[config.mk]
export PLATFORM = sky130hd
export DESIGN_NAME = uart_rx_frame
export DESIGN_NICKNAME = d
export VERILOG_FILES = /design/src/rtl/uart_pkg.sv /design/src/rtl/uart_baud_tick.sv /design/src/rtl/uart_rx_frame.sv
export SDC_FILE = /design/constraint.sdc
export NUM_CORES = 1
export LEC_CHECK = 0
export ABC_AREA = 1
export ABC_CLOCK_PERIOD_IN_PS = 1500
export CAP_MARGIN = 20
export CORE_MARGIN = 8
export CORE_UTILIZATION = 40
export CTS_CLUSTER_DIAMETER = 100
export DETAILED_ROUTE_END_ITERATION = 10
export SLEW_MARGIN = 25
export SYNTH_ARGS = -nofsm -noshare
export SYNTH_HDL_FRONTEND = slang
export SYNTH_SLANG_ARGS = --single-unit
[constraint.sdc]
create_clock -name clock -period 1.5 [get_ports clock]
set_input_delay 0.3 -clock clock [delete_from_list [all_inputs] [get_ports clock]]
set_output_delay 0.3 -clock clock [all_outputs]
set_load 0.03 [all_outputs]
[src/rtl/uart_pkg.sv]
// Shared UART definitions: parity modes, receiver state
// encoding, oversampling rate and the baud divisor helper.
package uart_pkg;

    localparam int OVERSAMPLE = 16;

    localparam int PAR_NONE = 0;
    localparam int PAR_ODD  = 1;
    localparam int PAR_EVEN = 2;

    typedef enum logic [2:0] {
        ST_IDLE,
        ST_START,
        ST_DATA,
        ST_PARITY,
        ST_STOP
    } uart_state_t;

    // Clocks per oversample tick, never below 1.
    function automatic int baud_div(input int clk_hz, input int baud);
        int d;
        d = clk_hz / (baud * OVERSAMPLE);
        return (d < 1) ? 1 : d;
    endfunction

endpackage

[src/rtl/uart_baud_tick.sv]
// Oversample tick generator: one-clock tick every DIV clocks,
// with a synchronous restart to align ticks to a start edge.
module uart_baud_tick #(
    parameter int DIV = 14
) (
    input  logic clock,
    input  logic reset,
    input  logic restart,
    output logic tick
);

    localparam int CW = (DIV > 1) ? $clog2(DIV) : 1;

    logic [CW-1:0] cnt;

    // Free-running divider, cleared on restart or terminal count.
    always_ff @(posedge clock or posedge reset) begin
        if (reset) begin
            cnt <= '0;
        end else if (restart || cnt == CW'(DIV - 1)) begin
            cnt <= '0;
        end else begin
            cnt <= cnt + 1'b1;
        end
    end

    assign tick = (cnt == CW'(DIV - 1)) && !restart;

endmodule

[src/rtl/uart_rx_frame.sv]
// Parametrised UART receiver: 16x oversampling, 3-sample majority,
// optional parity, 1/2 stop bits, one-entry holding register.
module uart_rx_frame
    import uart_pkg::*;
#(
    parameter int CLOCK_FREQ = 27000000,
    parameter int BAUDRATE   = 115200,
    parameter int DATA_BITS  = 8,
    parameter int PARITY     = 0,
    parameter int STOP_BITS  = 1
) (
    input  logic       clock,
    input  logic       reset,
    input  logic       rx,
    output logic [8:0] data_out,
    output logic       data_valid,
    input  logic       data_ready,
    output logic       parity_err,
    output logic       frame_err,
    output logic       overrun,
    output logic       busy
);

    localparam int DIV = baud_div(CLOCK_FREQ, BAUDRATE);

    logic        rx_s1, rx_s2, rx_prev;
    logic [1:0]  sync_ok;
    logic        armed;
    logic        tick, start_edge, maj;
    uart_state_t state;
    logic [3:0]  s;
    logic        smp7, smp8;
    logic [3:0]  bitcnt;
    logic        stopcnt;
    logic [8:0]  shreg, word;
    logic        perr, ferr, ferr_final, par_calc;
    logic        last_stop, frame_done, accept, can_load;

    uart_baud_tick #(.DIV(DIV)) u_tick (
        .clock   (clock),
        .reset   (reset),
        .restart (start_edge),
        .tick    (tick)
    );

    assign start_edge = (state == ST_IDLE) && armed && rx_prev && !rx_s2;
    assign maj        = (smp7 & smp8) | (smp7 & rx_s2) | (smp8 & rx_s2);
    assign word       = shreg >> (9 - DATA_BITS);
    assign par_calc   = (PARITY == PAR_ODD) ? ~^word : ^word;
    assign last_stop  = (stopcnt == 1'(STOP_BITS - 1));
    assign ferr_final = ferr | ~maj;
    assign frame_done = tick && (state == ST_STOP) && (s == 4'd9) && last_stop;
    assign accept     = data_valid && data_ready;
    assign can_load   = !data_valid || accept;
    assign busy       = (state != ST_IDLE);

    // Synchronise rx; arm only once the real pin has been seen high.
    always_ff @(posedge clock or posedge reset) begin
        if (reset) begin
            rx_s1   <= 1'b1;
            rx_s2   <= 1'b1;
            rx_prev <= 1'b1;
            sync_ok <= 2'b00;
            armed   <= 1'b0;
        end else begin
            rx_s1   <= rx;
            rx_s2   <= rx_s1;
            rx_prev <= rx_s2;
            sync_ok <= {sync_ok[0], 1'b1};
            armed   <= armed | (sync_ok[1] & rx_s2);
        end
    end

    // Frame state machine, advanced on oversample ticks.
    always_ff @(posedge clock or posedge reset) begin
        if (reset) begin
            state   <= ST_IDLE;
            s       <= 4'd0;
            smp7    <= 1'b1;
            smp8    <= 1'b1;
            bitcnt  <= 4'd0;
            stopcnt <= 1'b0;
            shreg   <= 9'd0;
            perr    <= 1'b0;
            ferr    <= 1'b0;
        end else if (state == ST_IDLE) begin
            if (start_edge) begin
                state   <= ST_START;
                s       <= 4'd0;
                bitcnt  <= 4'd0;
                stopcnt <= 1'b0;
                shreg   <= 9'd0;
                perr    <= 1'b0;
                ferr    <= 1'b0;
            end
        end else if (tick) begin
            s <= s + 4'd1;
            if (s == 4'd7) smp7 <= rx_s2;
            if (s == 4'd8) smp8 <= rx_s2;
            case (state)
                ST_START: begin
                    if (s == 4'd9 && maj) state <= ST_IDLE;
                    else if (s == 4'd15) state <= ST_DATA;
                end
                ST_DATA: begin
                    if (s == 4'd9) shreg <= {maj, shreg[8:1]};
                    if (s == 4'd15) begin
                        if (bitcnt == 4'(DATA_BITS - 1))
                            state <= (PARITY != PAR_NONE) ? ST_PARITY : ST_STOP;
                        else
                            bitcnt <= bitcnt + 4'd1;
                    end
                end
                ST_PARITY: begin
                    if (s == 4'd9) perr <= (maj != par_calc);
                    if (s == 4'd15) state <= ST_STOP;
                end
                ST_STOP: begin
                    if (s == 4'd9) begin
                        ferr <= ferr_final;
                        if (last_stop) state <= ST_IDLE;
                    end
                    if (s == 4'd15) stopcnt <= 1'b1;
                end
                default: state <= ST_IDLE;
            endcase
        end
    end

    // Holding register with handshake and overrun pulse.
    always_ff @(posedge clock or posedge reset) begin
        if (reset) begin
            data_out   <= 9'd0;
            data_valid <= 1'b0;
            parity_err <= 1'b0;
            frame_err  <= 1'b0;
            overrun    <= 1'b0;
        end else begin
            overrun <= frame_done && !can_load;
            if (frame_done && can_load) begin
                data_out   <= word;
                parity_err <= perr;
                frame_err  <= ferr_final;
                data_valid <= 1'b1;
            end else if (accept) begin
                data_valid <= 1'b0;
            end
        end
    end

endmodule

==> impl_metrics.env <==
export IMPL_synth_compound_area_share_pct=9.70
export IMPL_power_density_nw_per_um2=1300
export IMPL_ys_types=32
export IMPL_setup_slack_ns=-0.0513
export IMPL_cpPeakStageDelay_ns=0.45
export IMPL_cap_viol_max_count=0
export IMPL_multi_input_area_um2=1260
export IMPL_die_x_um=92.8
export IMPL_wl_met1_mm=2.09
export IMPL_gr_total_overflow=0
export IMPL_crit_fanout=4
export IMPL_drt_iter0_drc=71
export IMPL_routed_top_layer="met4"
export IMPL_syn_cell_area_um2=2360
export IMPL_worst_path_most_repeated_cell="buf_6"
export IMPL_violations="setup timing"
export IMPL_dr_wl_met2_mm=2.67
export IMPL_dp_final_hpwl_mm=3.38
export IMPL_io_pins=18
export IMPL_synth_simple_area_share_pct=28.2
export IMPL_synth_nets=293
export IMPL_startpoint_type="register"
export IMPL_finalWirelength_mm=5.09
export IMPL_fin_tns_setup_ns=-0.202
export IMPL_via_count=1977
export IMPL_period_share_pct=103
export IMPL_crit_type="reg2out"
export IMPL_syn_area_per_cell_um2=8.34
export IMPL_ant_nets=0
export IMPL_cts_tree="done"
export IMPL_fin_crit_ns=1.55
export IMPL_seqCellArea_um2=1160
export IMPL_die_h_um=92.8
export IMPL_cp_arrival_ns=1.25
export IMPL_cts_max_level=2
export IMPL_grt_first_pass_wirelength_mm=8.70
export IMPL_cts_buffers=5
export IMPL_globalplace_congestion=0.838
export IMPL_rsz0062_at_grt="yes"
export IMPL_core_um2=5820
export IMPL_crit_buf_inv=2
export IMPL_cts_hold_buf=0
export IMPL_stdcell_area_um2=3210
export IMPL_slew_viol_final=0
export IMPL_grt_pass1_vias=1954
export IMPL_slowest_stage="dfrtp_2"
export IMPL_cts_clk_slew_worst_paths_ns=0.08
export IMPL_fin_worst_skew_ns=0.00280
export IMPL_path_cells="nor2_4 -> nand2_4 -> buf_6 -> buf_6"
export IMPL_cts_root_buf="clkbuf_8"
export IMPL_grt_max_degree=47
export IMPL_rows=28
export IMPL_initial_core_util_pct=40.6
export IMPL_peakVddDrop_mv=0.634
export IMPL_cts_sink_count=46
export IMPL_hold_viol=0
export IMPL_final_layout_size_suffix_gt1_share_pct=35.5
export IMPL_grt_use_total_pct=12.3
export IMPL_drc_errors=0
export IMPL_post_dp_cell_area_um2=2770
export IMPL_clkLatencyLatePin_ns=0.30
export IMPL_first_pass_iters=4
export IMPL_portBuffers=16
export IMPL_status="finished with violations"
export IMPL_wl_per_cell_um=12.4
export IMPL_p_total_mw=4.16
export IMPL_final_setup_viol_count=10
export IMPL_fmax_mhz=645
export IMPL_critical_path_top_delay_family="flip-flops"
export IMPL_nFillCells=542
export IMPL_synth_top_family_by_area="simple AND/OR/NAND/NOR gates"
export IMPL_via_per_inst=4.82
export IMPL_final_util_pct=55.1
export IMPL_ys_ff_latch=46
export IMPL_ys_warn_count=0
export IMPL_hold_path_class="in2async"
export IMPL_diodes=0
export IMPL_crit_required_ns=1.20
export IMPL_synthXorXnorAreaFrac_pct=1.86
export IMPL_syn_inst=283
export IMPL_synthAdderAreaFrac_pct=3.18
export IMPL_cts_buffer_depth=2
export IMPL_die_area_um2=8610
export IMPL_cp_end_kind="primary output"
export IMPL_wl_met3_um=251
export IMPL_area_delta_synth_final_pct=35.9
export IMPL_muxShareOfSynthArea_pct=0
export IMPL_p_leak_nw=1.55
export IMPL_seq_area_frac_synth_pct=49.0
export IMPL_antenna_found_initial=0
export IMPL_fin_nets=344
[area by class of cell]
type / instances / share of cell area (%)
Multi-Input combinational cell: 194 / 39.3
Sequential cell: 46 / 36.2
Timing Repair Buffer: 48 / 13.1
Inverter: 39 / 5.11
Tap cell: 75 / 2.93
Clock buffer: 7 / 2.38
Clock inverter: 1 / 0.936
[timing repair]
item | 4_1_cts | 5_1_grt
buffers inserted | 2 | 6
pin swaps | 7 | 13
endpoints found under the setup margin | 38 | 33
gates resized for setup | 45 | 61
gates cloned | 3 | 0
[synth_stat cells (all sizes together)]
| master | instances | area [um2] |
|---|---|---|
| a21o | 1 | 7.51 |
| a21oi | 4 | 20.0 |
| a31oi | 2 | 12.5 |
| buf | 3 | 23.8 |
| clkbuf | 2 | 7.51 |
| conb | 2 | 7.51 |
| dfrtp | 41 | 1030 |
| dfstp | 5 | 131 |
| ha | 6 | 75.1 |
| inv | 39 | 151 |
| nand2 | 94 | 399 |
| nand3 | 14 | 70.1 |
| nand4 | 2 | 12.5 |
| nor2 | 27 | 151 |
| nor3 | 4 | 31.3 |
| o21ai | 31 | 181 |
| o31ai | 1 | 7.51 |
| xnor2 | 2 | 17.5 |
| xor2 | 3 | 26.3 |
[layout by cell type (no fill, tap or decap), drive strengths merged]
| cell | n |
|---|---|
| a21o | 1 |
| a21oi | 4 |
| a31oi | 2 |
| buf | 33 |
| bufinv | 1 |
| clkbuf | 7 |
| clkdlybuf4s50 | 3 |
| clkinv | 1 |
| conb | 2 |
| dfrtp | 41 |
| dfstp | 5 |
| dlygate4sd2 | 12 |
| ha | 6 |
| inv | 38 |
| nand2 | 95 |
| nand3 | 14 |
| nand4 | 2 |
| nor2 | 27 |
| nor3 | 4 |
| o21ai | 31 |
| o31ai | 1 |
| xnor2 | 2 |
| xor2 | 3 |
[worst register-to-register path, stage by stage, from the launching register on]
cell and delay [ns]:
dfrtp_1 0.39, inv_1 0.06, ha_2 0.18, nand3_4 0.13, nor2_8 0.15, inv_4 0.06, nand2_8 0.07, nand2_8 0.07
clkinv_8 0.08, nand2_8 0.10, nand2_4 0.08, o21ai_2 0.05
[where the power goes]
part	internal [mW]	total [mW]	switching (mW)	leakage, nW
clock network	0.499	0.917	0.418	0.0524
logic	0.682	1.66	0.981	0.897
registers	1.41	1.58	0.172	0.598
total	2.59	4.16	1.57	1.55
[cells by family (layout without fill, tap and decap cells)]
group	Yosys count	after routing
XOR/XNOR	5	5
flip-flops	46	46
other	2	2
adder cells (fa/ha/maj)	6	6
buffers and inverters	44	95
AO/OA/AOI/OAI	39	39
AND/OR/NAND/NOR	141	142
[registers in the layout, indices dropped and copies added (netlist names), 2 cells and up]
register    flops
u_tick.cnt      4
bitcnt          4
state           3
s               4
data_out        8
shreg           8
sync_ok         2
[stage by stage]
| step | std cells | setup slack, ns | hold WS [ns] |
|---|---|---|---|
| 3_3_place_gp | 392 | -0.172 | 0.331 |
| 3_5_place_dp | 392 | -0.0941 | 0.335 |
| 2_1_floorplan | 283 | -0.0545 | 0.304 |
| 5_1_grt | 410 | -0.128 | 0.368 |
| 6_report | 410 | -0.0513 | 0.344 |
| 4_1_cts | 405 | -0.0689 | 0.355 |
[metal layers]
layer / global-route usage (%) / up-vias
li1: - / 981
met1: 14.2 / 955
met2: 21.5 / 33
met3: 3.40 / 8
met4: 4.03 / 0
met5: 0 / -
[worst paths after layout]
path / to / startpoint / depth (start not counted) / slack (ns)
min in group clock: sync_ok[1] / sync_ok[0] / 0 / 0.35
max in group asynchronous: rx_s2 / reset / 3 / 0.87
worst max register to register: shreg[2] / u_tick.cnt[1] / 11 / -0.02
worst min-delay path: data_valid / reset / 3 / 0.34
worst max-delay path: busy / state[0] / 4 / -0.05
worst min register to register: sync_ok[1] / sync_ok[0] / 0 / 0.35
(Power assumes the default switching activity.)
